===== config.mk =====
export PLATFORM = sky130hd
export DESIGN_NAME = dmem_arbiter
export DESIGN_NICKNAME = d
export VERILOG_FILES = /design/src/rtl/dmem_pkg.sv /design/src/rtl/dmem_arbiter_rr_arb2.sv /design/src/rtl/dmem_arbiter.sv
export SDC_FILE = /design/constraint.sdc
export NUM_CORES = 1
export LEC_CHECK = 0
export CORE_ASPECT_RATIO = 0.6
export CORE_MARGIN = 2
export CORE_UTILIZATION = 38
export CTS_CLUSTER_SIZE = 25
export DETAILED_ROUTE_END_ITERATION = 8
export PLACE_DENSITY_LB_ADDON = 0.08
export SLEW_MARGIN = 10
export SYNTH_ARGS = -nofsm -noshare
export SYNTH_HDL_FRONTEND = slang
export SYNTH_SLANG_ARGS = --single-unit

===== constraint.sdc =====
create_clock -name clk -period 1.8 [get_ports clk]
set_input_delay 0.27 -clock clk [delete_from_list [all_inputs] [get_ports clk]]
set_output_delay 0.27 -clock clk [all_outputs]
set_load 0.01 [all_outputs]

===== src/rtl/dmem_pkg.sv =====
// Shared definitions for the data-memory arbiter: default widths,
// FSM state encoding and the requester id type.
package dmem_pkg;

    localparam int DMEM_DATA_W = 32;
    localparam int DMEM_ADDR_W = 32;

    typedef logic [1:0] state_t;

    localparam state_t IDLE   = 2'd0;
    localparam state_t ACCESS = 2'd1;
    localparam state_t RESP   = 2'd2;

    // Requester id: 0 = datapath load/store, 1 = loader/DMA port.
    typedef logic req_id_t;

endpackage


===== src/rtl/dmem_arbiter_rr_arb2.sv =====
// Two-way round-robin pick: the pointer holder wins a tie, a lone
// request wins regardless of the pointer.
// Ports: valid (request vector), ptr (current priority holder),
//        grant_valid/grant_id (pick), ptr_next (pointer after a grant).
import dmem_pkg::*;

module rr_arb2 (
    input  logic [1:0] valid,
    input  req_id_t    ptr,
    output logic       grant_valid,
    output req_id_t    grant_id,
    output req_id_t    ptr_next
);

    always_comb begin
        grant_valid = |valid;
        if (&valid) begin
            grant_id = ptr;
        end else begin
            grant_id = valid[1];
        end
        // After any grant the other port holds priority.
        ptr_next = ~grant_id;
    end

endmodule


===== src/rtl/dmem_arbiter.sv =====
// Shares a single-port data memory between two requesters with a fixed
// IDLE -> ACCESS -> RESP sequence and round-robin arbitration.
// Ports: clk/reset (sync, active high); req0_*/req1_* request inputs and
//        ready pulses; resp0_*/resp1_* completion pulses with load data;
//        mem_* strobes to the memory and mem_ReadData back from it.
import dmem_pkg::*;

module dmem_arbiter #(
    parameter int DATA_W = DMEM_DATA_W,
    parameter int ADDR_W = DMEM_ADDR_W
) (
    input  logic              clk,
    input  logic              reset,
    input  logic              req0_valid,
    input  logic              req0_write,
    input  logic [ADDR_W-1:0] req0_addr,
    input  logic [DATA_W-1:0] req0_wdata,
    output logic              req0_ready,
    output logic              resp0_valid,
    output logic [DATA_W-1:0] resp0_rdata,
    input  logic              req1_valid,
    input  logic              req1_write,
    input  logic [ADDR_W-1:0] req1_addr,
    input  logic [DATA_W-1:0] req1_wdata,
    output logic              req1_ready,
    output logic              resp1_valid,
    output logic [DATA_W-1:0] resp1_rdata,
    output logic              mem_MemWrite,
    output logic              mem_MemRead,
    output logic [ADDR_W-1:0] mem_Addr,
    output logic [DATA_W-1:0] mem_WriteData,
    input  logic [DATA_W-1:0] mem_ReadData
);

    state_t            state;
    req_id_t           id_q;
    req_id_t           ptr_q;
    logic              wr_q;
    logic [ADDR_W-1:0] addr_q;
    logic [DATA_W-1:0] wdata_q;
    logic [DATA_W-1:0] rdata_q;
    logic [1:0]        ready_q;
    logic [1:0]        resp_q;

    logic              grant_valid;
    req_id_t           grant_id;
    req_id_t           ptr_next;
    logic              in_access;

    rr_arb2 u_arb (
        .valid       ({req1_valid, req0_valid}),
        .ptr         (ptr_q),
        .grant_valid (grant_valid),
        .grant_id    (grant_id),
        .ptr_next    (ptr_next)
    );

    always_ff @(posedge clk) begin
        if (reset) begin
            state   <= IDLE;
            id_q    <= 1'b0;
            ptr_q   <= 1'b0;
            wr_q    <= 1'b0;
            addr_q  <= '0;
            wdata_q <= '0;
            rdata_q <= '0;
            ready_q <= '0;
            resp_q  <= '0;
        end else begin
            ready_q <= '0;
            resp_q  <= '0;
            case (state)
                IDLE: begin
                    if (grant_valid) begin
                        id_q             <= grant_id;
                        wr_q             <= grant_id ? req1_write : req0_write;
                        addr_q           <= grant_id ? req1_addr  : req0_addr;
                        wdata_q          <= grant_id ? req1_wdata : req0_wdata;
                        ready_q[grant_id] <= 1'b1;
                        ptr_q            <= ptr_next;
                        state            <= ACCESS;
                    end
                end
                ACCESS: begin
                    rdata_q      <= wr_q ? '0 : mem_ReadData;
                    resp_q[id_q] <= 1'b1;
                    state        <= RESP;
                end
                RESP: begin
                    state <= IDLE;
                end
                default: begin
                    state <= IDLE;
                end
            endcase
        end
    end

    assign in_access = (state == ACCESS);

    // Gating with reset keeps a store from committing on the reset edge.
    assign mem_MemWrite  = in_access & wr_q & ~reset;
    assign mem_MemRead   = in_access & ~wr_q;
    assign mem_Addr      = in_access ? addr_q  : '0;
    assign mem_WriteData = in_access ? wdata_q : '0;

    assign req0_ready  = ready_q[0];
    assign req1_ready  = ready_q[1];
    assign resp0_valid = resp_q[0];
    assign resp1_valid = resp_q[1];
    assign resp0_rdata = resp_q[0] ? rdata_q : '0;
    assign resp1_rdata = resp_q[1] ? rdata_q : '0;

endmodule


==> results of run 1 <==
## cell families after synthesis
group / count (synthesis)
compound gates: 100
buf+inv: 64
flops: 105
simple gates: 338
## per-stage QoR
stage	area, um2	hold WS, ns
floorplan	5094	0.4093
global placement	8278	0.4456
detailed placement	8278	0.4527
CTS	8409	0.4616
global route	8623	0.4802
finish	8623	0.4618
## registers in the layout (all words and copies together), names as in the netlist
signal / count
ptr_q: 1
resp_q: 2
ready_q: 2
addr_q: 32
id_q: 1
wdata_q: 32
state: 2
rdata_q: 32
wr_q: 1
## area by class of cell
cell class,instances,area [um2],area share (%)
Timing Repair Buffer,336,3252,37.71
Multi-Input combinational cell,438,2728,31.63
Sequential cell,105,2111,24.48
Clock buffer,11,242.7,2.815
Tap cell,170,212.7,2.467
Clock inverter,4,77.57,0.8996
## synth_stat cells
cell type    n
nor2b_1      2
a21oi_2      1
a221o_1     65
a21oi_1     32
or2_2        1
buf_2        7
nor3_1      67
nand3b_1    32
buf_1        2
and2_1     131
buf_6        9
nand2_1     98
nor2_1       3
a21o_1       2
and3_1       1
or3_4        1
clkbuf_1    43
dfxtp_1    105
nand2b_1     1
nor3b_2      1
buf_4        3
## per-layer routing
layer	vias up	GRT usage [%]	part of all wire (%)
met2	251	42.49	47
met5	-	0	0
met4	0	6.116	1.6
li1	2681	-	-
met3	23	7.334	8.4
met1	2725	32.35	43
## power breakdown
group | leakage, nW | internal (W) | switching [W]
clock | 0.156 | 0.00126 | 0.000874
combinational | 2.85 | 0.000815 | 0.000613
sequential | 0.864 | 0.00253 | 0.000121
## path summary, 6_finish.rpt
| kind | startpoint | to | cells past startpoint |
|---|---|---|---|
| worst max-delay path | state[1]$_SDFFE_PP0P_ | mem_Addr[6] | 5 |
| worst min-delay path | rdata_q[13]$_SDFFE_PP0N_ | rdata_q[13]$_SDFFE_PP0N_ | 2 |
| worst max register to register | state[0]$_SDFFE_PP0P_ | addr_q[26]$_SDFFE_PP0P_ | 5 |
| worst min register to register | rdata_q[13]$_SDFFE_PP0N_ | rdata_q[13]$_SDFFE_PP0N_ | 2 |
## what timing repair did
item                                    4_1_cts  5_1_grt
hold endpoints to repair                      0        0
gates resized for setup                     294       69
cloned                                        3        5
endpoints found under the setup margin      130       68
pin swaps                                     0        0
setup buffers                                 4        0
## critical path, stage by stage (launching register included)
cell and delay, ns:
dfxtp_4 0.37, nor2b_4 0.14, buf_6 0.12, bufbuf_16 0.27
and2_1 0.17, buf_6 0.12
==> metrics.txt, run 1 <==
status completed; min-delay worst type flop to flop; sequential fraction of the synthesis area ~41%; CTS max path bufs 2; Reg2Reg Setup Slack 0.29 ns; clock sink total roughly 110; hold_buf cts 0; chip height 93.68 um; site row count 32; initial antenna violation count 0; fin nets between 1,000 and 1,500; final setup fails 0; Compound-Gate Fraction of Synth Area between 10% and 20%; Wirelength per Cell about 18 um; Synth Area in Simple Gates 35.91%; Critical Path Source Type flop; Avg Inst Size Synth between 8 and 9 um2; Inst Count DP between 1,000 and 1,500; core area around 0.013 mm2; max_cap viols 0; post-layout util 66.47%; Post-DP HPWL 12,930 um; final hold viol count 0; Reg clk slew, reported paths about 0.070 ns; WP data required roughly 1.5 ns; total number of vias 5,680; worst-path fanout max 12; port bufs ~300; Slew headroom 59.25%; fillers roughly 1,100; drt drc 0; gpl congestion 0.8301; max-slew violations 0; Via density 5.338; FMAX around 560 MHz; Pwr Total around 0.0062 W; Worst Tran Pin Value 0.6113 ns; Syn Nets ~770; Final min period between 1.5 and 2 ns; number of CTS-inserted buffers 9; Pwr Density a little over 700 mW/mm2; First DRT Iteration DRCs 271; Mapped Cells 607; io pins 300; non-filler instance count after layout ~1,100; share of layout cells above drive strength 1 15.88%; Final ANT Viol Nets 0; WL final between 15,000 and 20,000 um; setup TNS 0 ns; synth warn 0; crit path kind flop to primary output; vias in the first global route 5,524; final worst slack approximately 0.019 ns; starting density of the core 39.27%; area of the mapped netlist 0.005094 mm2; largest net degree at the start of global routing 59; Root Driver clkbuf_16; period utilisation layout 98.96%; FF+latch count, synth around 110; most common cell after layout, fill and taps aside clkdlybuf4s50_1; n_diodes 0; TritonCTS clock tree yes; total track usage approximately a quarter; Die X roughly 150 um; Crit. End Element primary output; Synth area leaders dfxtp_1 (41%), and2_1 (16%), a221o_1 (13%); largest family of logic cells by synthesized area simple AND/OR/NAND/NOR gates; wire length of the first global-routing pass 29,300 um; Lkg Pwr just under 4 nW; post-synth cell types 21; CP arrival roughly 1.5 ns; pre-CTS setup slack -0.1474 ns; TritonRoute pass-1 iters 5; Clock H-tree levels 3; Synth top area share between 40% and 50%; Synth area leader dfxtp_1; Clock Skew approximately 0.0072 ns; P&R area growth vs syn 69.30%; GRT overflow 0; commonest cells after routing, fill and taps aside clkdlybuf4s50_1 (168), and2_1 (117), dfxtp_1 (102), nand2_1 (98), nor3_1 (67); post-synthesis mux area share 0%; XOR/XNOR share of the synthesized area 0%; Max IR drop VDD ~0.00050 V; Worst-Skew Late Latency between 0.3 and 0.4 ns; synthesized-area fraction occupied by adder cells 0%; unrepaired setup endpoints after global routing yes; Die Area ~0.014 mm2
No activity file was read; power rests on OpenSTA's default activity.
==> inputs of run 2 (changes only) <==
Settings changed: CORE_UTILIZATION 38 to 26.
==> run 2 against run 1 <==
Fmax up 2.1%; utilization down 21 points; clock power down 4%; design area up 0.17%; first-iteration DRC count up 13%; sequential share of layout area down 0.10 points; cell count up 9.0%.
==> metrics.txt, run 2 (synthesis gave the netlist of run 1 again) <==
status completed; hold slack approximately 0.40 ns; min-delay worst type primary input to flop; fin nets around 1,100; port bufs 299; gpl congestion a little over 0.8; Die Area 0.02076 mm2; io pins 300; clock sink total around 110; drt drc 0; Clock Skew approximately 0.0095 ns; worst-path fanout max 6; Reg2Reg Setup Slack roughly 0.23 ns; Net Sw Frac 27.66%; hold_buf cts 0; final setup fails 0; commonest cells after routing, fill and taps aside clkdlybuf4s50_1 (168), and2_1 (116), dfxtp_1 (102), nand2_1 (98), nor3_1 (67); WP data required approximately 1.5 ns; site row count 39; cell-internal power 0.004424 W; final hold viol count 0; CP max-delay cell dfxtp_2; CTS max path bufs 2; max-slew violations 0; period utilisation layout between 90% and 100%; net switching power between 0.0015 and 0.002 W; Pwr Density 708.0 mW/mm2; Reg clk slew, reported paths about 0.07 ns; n_diodes 0; TritonCTS clock tree yes; Root Driver clkbuf_16; Max IR drop VDD 0.0004872 V; Worst-Skew Late Latency between 0.3 and 0.4 ns; P&R area growth vs syn 69.59%; final instance area around 0.0086 mm2; CP max stage delay 0.32 ns; Slew headroom between 50% and 60%; Lkg Pwr about 3.8 nW; wire length of the first global-routing pass 30,800 um; max_cap viols 0; Critical Path Source Type flop; FMAX approximately 570 MHz; placed instance area approximately 0.0084 mm2; core area between 0.015 and 0.02 mm2; CP Cell Sequence nor2b_4 > buf_6 > buf_8 > clkbuf_16 > and2_1 > buf_2; Wirelength per Cell ~18 um; total track usage 18.73%; CP arrival 1.47 ns; top flop regs addr_q x32, rdata_q x32, wdata_q x32; chip height between 100 and 150 um; Final ANT Viol Nets 0; share of layout cells above drive strength 1 16.11%; starting density of the core 26.63%; vias in the first global route around 5,600; total number of vias 5,573; Worst Tran Pin Value just over 0.7 ns; unrepaired setup endpoints after global routing yes; Die X 184.7 um; clock share of power between 30% and 40%; Flop pwr share around 43%; crit path kind flop to primary output; WL final a little over 20,000 um; Clock H-tree levels 3; initial antenna violation count 0; Comb pwr share a little under a quarter; fillers between 1,500 and 2,000; GRT overflow 0; Final min period between 1.5 and 2 ns; most common cell after layout, fill and taps aside clkdlybuf4s50_1; largest net degree at the start of global routing 64; Post-DP HPWL approximately 14,000 um; TritonRoute pass-1 iters 4; number of CTS-inserted buffers 9; post-layout util between 40 and 50%; Crit. End Element primary output; First DRT Iteration DRCs 306; Via density approximately 4.8
[run 2: changes by cell type in the layout (fill, tap and decap cells not counted), sizes merged, moves of 3 or more]
cell	previous run	this run
buf	84	77
clkbuf	28	33
dlygate4sd2	61	66
dlymetal6s2s	4	0
inv	0	3
[run 2: through the flow]
| stage | setup WS (ns) | setup TNS, ns | power (W) | std cells |
|---|---|---|---|---|
| finish | 0.05541 | 0 | 0.006116 | 1160 |
| global route | -0.005765 | -0.01398 | 0.006421 | 1160 |
| CTS | -0.09304 | -0.09304 | 0.006118 | 1156 |
| detailed placement | -0.1208 | -6.120 | 0.004051 | 1134 |
| global placement | -0.1545 | -4.803 | 0.004030 | 1134 |
| floorplan | 0.2818 | 0 | 0.003290 | 607 |
[run 2: routing by layer]
| metal | wire length [um] | up-vias | GRT usage [%] |
|---|---|---|---|
| li1 | - | 2677 | - |
| met1 | 9670 | 2670 | 25.04 |
| met2 | 9417 | 214 | 30.73 |
| met3 | 1373 | 12 | 4.932 |
| met4 | 129 | 0 | 3.439 |
| met5 | 0 | - | 0 |
[run 2: power groups by stage]
stage	sequential [W]	combinational [W]	clock, W
global route	0.00267	0.00154	0.00221
floorplan	0.00266	0.000632	0
CTS	0.00264	0.00136	0.00211
global placement	0.00269	0.00134	0
detailed placement	0.00269	0.00136	0
finish	0.00265	0.00142	0.00205
[run 2: layout make-up]
class                      instances  area [um2]  area share, %
timing repair buffer             335        3169          36.69
multi-input combinational        438        2730          31.60
sequential                       105        2106          24.38
tap                              266       332.8          3.853
clock buffer                       9       225.2          2.607
clock inverter                     7       75.07         0.8691
[run 2: timing repair]
item / CTS / global route
setup buffers: 4 / 0
setup endpoints to repair: 130 / 47
gates cloned: 2 / 4
resized for setup: 268 / 77
[run 2: path summary, 6_finish.rpt]
path	from	to	cells past startpoint
min	req1_valid	state[0]$_SDFFE_PP0P_	3
max	state[0]$_SDFFE_PP0P_	mem_WriteData[12]	6
max reg2reg	state[1]$_SDFFE_PP0P_	addr_q[6]$_SDFFE_PP0P_	5
min reg2reg	rdata_q[6]$_SDFFE_PP0N_	rdata_q[6]$_SDFFE_PP0N_	2
[run 2: critical path: cells and delay by family (launching register included)]
family / cells / cell delay, ns
DFF: 1 / 0.32
and+or+nand+nor: 2 / 0.27
buffers and inverters: 4 / 0.53
==> edit 1 (flow settings as in run 2) <==
`DMEM_ADDR_W`: 32 -> 16.
--- a/src/rtl/dmem_pkg.sv
+++ b/src/rtl/dmem_pkg.sv
@@ -4,5 +4,5 @@
 
     localparam int DMEM_DATA_W = 32;
-    localparam int DMEM_ADDR_W = 32;
+    localparam int DMEM_ADDR_W = 16;
 
     typedef logic [1:0] state_t;
Ports: changed (resized mem_Addr, req0_addr and req1_addr); port bits go from 300 to 252. The function was not compared with the original's and may differ.
==> edit 1 against run 2 <==
Sequential cell count is 16 lower. First-iteration DRC count is 32% lower. Highest routed layer is now met5. Critical path type unchanged. Largest power group unchanged. Area after synthesis is 14% lower. Maximum frequency is 2.2% lower. Setup slack worse by 0.039 ns. Cell area is 14% lower. Power is 13% lower. Routed wire length is 20% lower.
==> edit 1: results <==
synth:
  synth_common_cells: "and2_1 (115), dfxtp_1 (89), nand2_1 (82)"
  synth_area_leaders: "dfxtp_1 (41%), and2_1 (17%), a221o_1 (11%)"
  async_flop_share_pct: 0
  ys_seq_area_share_pct: 40.9
  yosys.cell_types.count: 21
  yosys_warnings: 0
  synth_cells: 518
  synth_nets: 652
setup_path:
  crit_start: "state[1]$_SDFFE_PP0P_"
  r2r-start: "state[0]$_SDFFE_PP0P_"
  path_max_fanout: 5
  cp.arrival_ns: 1.51
route:
  wl_met1_um: 8170
  routed-wl-met2_um: 6800
  dr.max_layer_used: "met5"
  vias_per_cell: 4.70
  totalWireLength_um: 16400
  drt_iter0_markers: 208
  wl_met3_um: 1270
placed_design:
  dp_cells: 965
  hpwl_um: 11100
  gp_congestion: 0.777
  io_buffer_count: 251
outcome:
  status: "finished clean"
cts:
  htree_levels: 3
  clockRootBuffer: "clkbuf_16"
  clk_latency_ns: 0.34
  numCtsBuffers: 9
  clk_pin_slew_ns: 0.07
global_route:
  gr-usage-all-layers_pct: 18.1
  first_global_vias: 4686
  antenna_found_initial: 2
  grt_max_degree: 47
  grt_pass1_wl_um: 25600
cells_and_area:
  layout.nets: 892
  reg_top3: "rdata_q: 32 flops, wdata_q: 32 flops, addr_q: 16 flops"
  drive_above_1_share_pct: 13.9
  layoutNonFillerInstCount: 992
worst_hold_path:
  min-delay-path-class: "in -> reg"
  min-delay-start: "req1_valid"
power:
  ir_drop_mv: 0.477
  leakagePower_nw: 3.36
timing:
  skew_ns: 0.00746
  tightest_slew_ns: 0.504
-- edit 1: path summary, 6_finish.rpt --
check / end / slack [ns] / cells after the start
max: mem_Addr[13] / 0.02 / 5
min: wr_q$_SDFFE_PP0P_ / 0.44 / 4
max reg2reg: addr_q[12]$_SDFFE_PP0P_ / 0.20 / 5
min reg2reg: resp_q[0]$_SDFF_PP0_ / 0.45 / 1
-- edit 1: cells by family after synthesis --
| group | Yosys count | share of synthesized area (%) |
|---|---|---|
| flip-flops | 89 | 40.9 |
| AND/OR/NAND/NOR | 290 | 36.5 |
| buffers and inverters | 55 | 7.12 |
| AO/OA/AOI/OAI | 84 | 15.5 |
-- edit 1: power breakdown --
part	internal, W	leakage (nW)	total (W)	switching (W)
clock network	0.00109	0.148	0.00194	0.000845
logic	0.000653	2.48	0.00115	0.000500
registers	0.00214	0.733	0.00223	0.0000975
total	0.00388	3.36	0.00532	0.00144
-- edit 1: metal layers --
layer | global-route usage [%] | up-vias
met2 | 27.2 | 179
met1 | 25.8 | 2196
met5 | 0 | -
met4 | 4.06 | 2
met3 | 4.95 | 15
li1 | - | 2275
-- edit 1: critical path: stages, from the launching register on --
cell and delay, ns:
dfxtp_4 0.36, nor2b_4 0.15, buf_6 0.16, clkbuf_16 0.16, and2_1 0.12, clkdlybuf4s15_2 0.21
-- edit 1: through the flow --
step	utilization [%]	worst slack [ns]	hold WS (ns)	area [um2]	TNS, ns
after floorplan	-	0.432	0.409	4360	0
after global placement	43.8	-0.143	0.446	7150	-4.04
after detailed placement	43.8	-0.162	0.453	7150	-6.48
after CTS	46.2	-0.258	0.422	7530	-4.92
after global routing	45.5	-0.0434	0.462	7410	-0.284
final	45.5	0.0160	0.437	7410	0
-- edit 1: final cells by class --
class                      instances  area, um2
clock buffer                       9        225
fill                            1639       8890
timing repair buffer             284       2740
sequential                        89       1790
multi-input combinational        374       2300
tap                              228        285
clock inverter                     7       76.3
antenna                            1       2.50
-- edit 1: what timing repair did --
action,CTS,global route
cloned,4,1
resized for setup,144,85
hold buffers,0,0
endpoints found under the setup margin,114,49
buffers inserted,3,4
==> edit 2 (config.mk and constraints of run 2) <==
Made on the original files. Reset style: asynchronous (`reset`), changed in one clocked block.
--- a/src/rtl/dmem_arbiter.sv
+++ b/src/rtl/dmem_arbiter.sv
@@ -56,5 +56,5 @@
     );
 
-    always_ff @(posedge clk) begin
+    always_ff @(posedge clk or posedge reset) begin
         if (reset) begin
             state   <= IDLE;
Behaviour: differs if reset is asserted again (counterexample within 4 cycles, from zero or initial values and one cycle with reset high); with reset held inactive, the same outputs for 10 cycles.
==> edit 2 against run 2 <==
The flow now finishes with violations (setup timing). Cell area up 11%. Non-clock buffer count increased by 8. Final cell count is 8.3% higher. Area after synthesis up 13%. Routed wire length up 15%. Sequential cell count unchanged. Critical path depth rose by 1. Sequential share of layout area is 3.0 points higher. Worst hold slack lost 0.11 ns. Setup slack lost 0.12 ns.
Power is not compared: it rests on default switching activity, and its combinational part moved more than twofold at a synthesized area within 25%.
==> edit 2: results <==
outcome:
  status: "finished, violations left"
  violations: "setup timing"
timing:
  finalWorstSetupSlack_ns: -0.0659
  hold_ws_ns: 0.286
  skew_ns: 0.0130
  tns_ns: -0.568
  max-slew-margin-rel_pct: 65.9
  setup_viol: 18
placed_design:
  dp_cells: 1230
  pre_cts_ws_ns: -0.0312
  hpwl_um: 15700
  post_dp_cell_area_mm2: 0.00917
  gp_congestion: 0.758
global_route:
  first_global_vias: 5756
  use_met2_pct: 28.8
  gr-usage-all-layers_pct: 19.5
  grtUsageMet3_pct: 4.96
  use_met1_pct: 28.4
  grt_pass1_wl_um: 35000
route:
  drt_iter0_markers: 341
  routed-wl-met2_um: 10400
  wl_met3_um: 1480
  drt_first_pass_iters: 5
  via_count: 6043
  totalWireLength_um: 23700
  vias_per_cell: 4.81
setup_path:
  r2r-start: "state[0]$_DFFE_PP0P_"
  slowest_delay_ns: 0.42
  path_max_fanout: 6
  cp.arrival_ns: 1.60
  cp_slowest_cell: "dfrtp_1"
  r2r_end: "rdata_q[9]$_DFFE_PP0N_"
cells_and_area:
  layout.nets: 1131
  seqCellArea_mm2: 0.00263
  fin_area_mm2: 0.00960
  num-multi-input-gates: 502
  buffers: 343
  inv_count: 4
  clkbuf_count: 10
  buf_share_pct: 35.5
  seq_cell_count: 105
  multi_input_area_share_pct: 30.2
  nFillCells: 2236
  clk_share_pct: 3.00
synth:
  yosys_warnings: 0
  postSynthAreaPerCell_um2: 8.42
  muxShareOfSynthArea_pct: 0.195
  yosys.cell_types.count: 23
  synth_nets: 850
  synth_common_cells: "and2_1 (129), dfrtp_1 (105), a21oi_1 (66)"
  synth_compound_area_share_pct: 18.6
  ys_seq_area_share_pct: 45.6
  synth_area_leaders: "dfrtp_1 (46%), and2_1 (14%), a31oi_1 (7.1%)"
cts:
  cts.repair.resized: 338
  clk_latency_ns: 0.36
  post_cts_buffers: 5
worst_hold_path:
  min-delay-path-class: "in -> async"
floorplan:
  core_area_mm2: 0.0219
-- edit 2: cell count changes after synthesis, moves of 33 or more --
cell            run 2  this run
a21oi_1            32        66
a221o_1            65         0
a31oi_1             0        65
dfrtp_1             0       105
dfxtp_1           105         0
nand2_1            98        65
nand3_1             0        65
nor3_1             67         0
o21ai_0             0        57
-- edit 2: worst max-delay path by stage --
stage	start	end	slack (ns)	cells after the start
after floorplan	reset	mem_MemWrite	-0.79	2
after global placement	state[1]$_DFFE_PP0P_	mem_MemWrite	-0.03	5
after detailed placement	state[1]$_DFFE_PP0P_	mem_MemWrite	-0.03	5
after CTS	state[0]$_DFFE_PP0P_	mem_Addr[6]	-0.08	7
after global routing	state[0]$_DFFE_PP0P_	mem_Addr[4]	-0.12	7
final	state[0]$_DFFE_PP0P_	mem_Addr[3]	-0.07	7
-- edit 2: critical path: cells and delay by family (launching register included) --
kind / cells / cell delay [ns]
buf+inv: 5 / 0.56
simple gates: 2 / 0.26
flops: 1 / 0.42
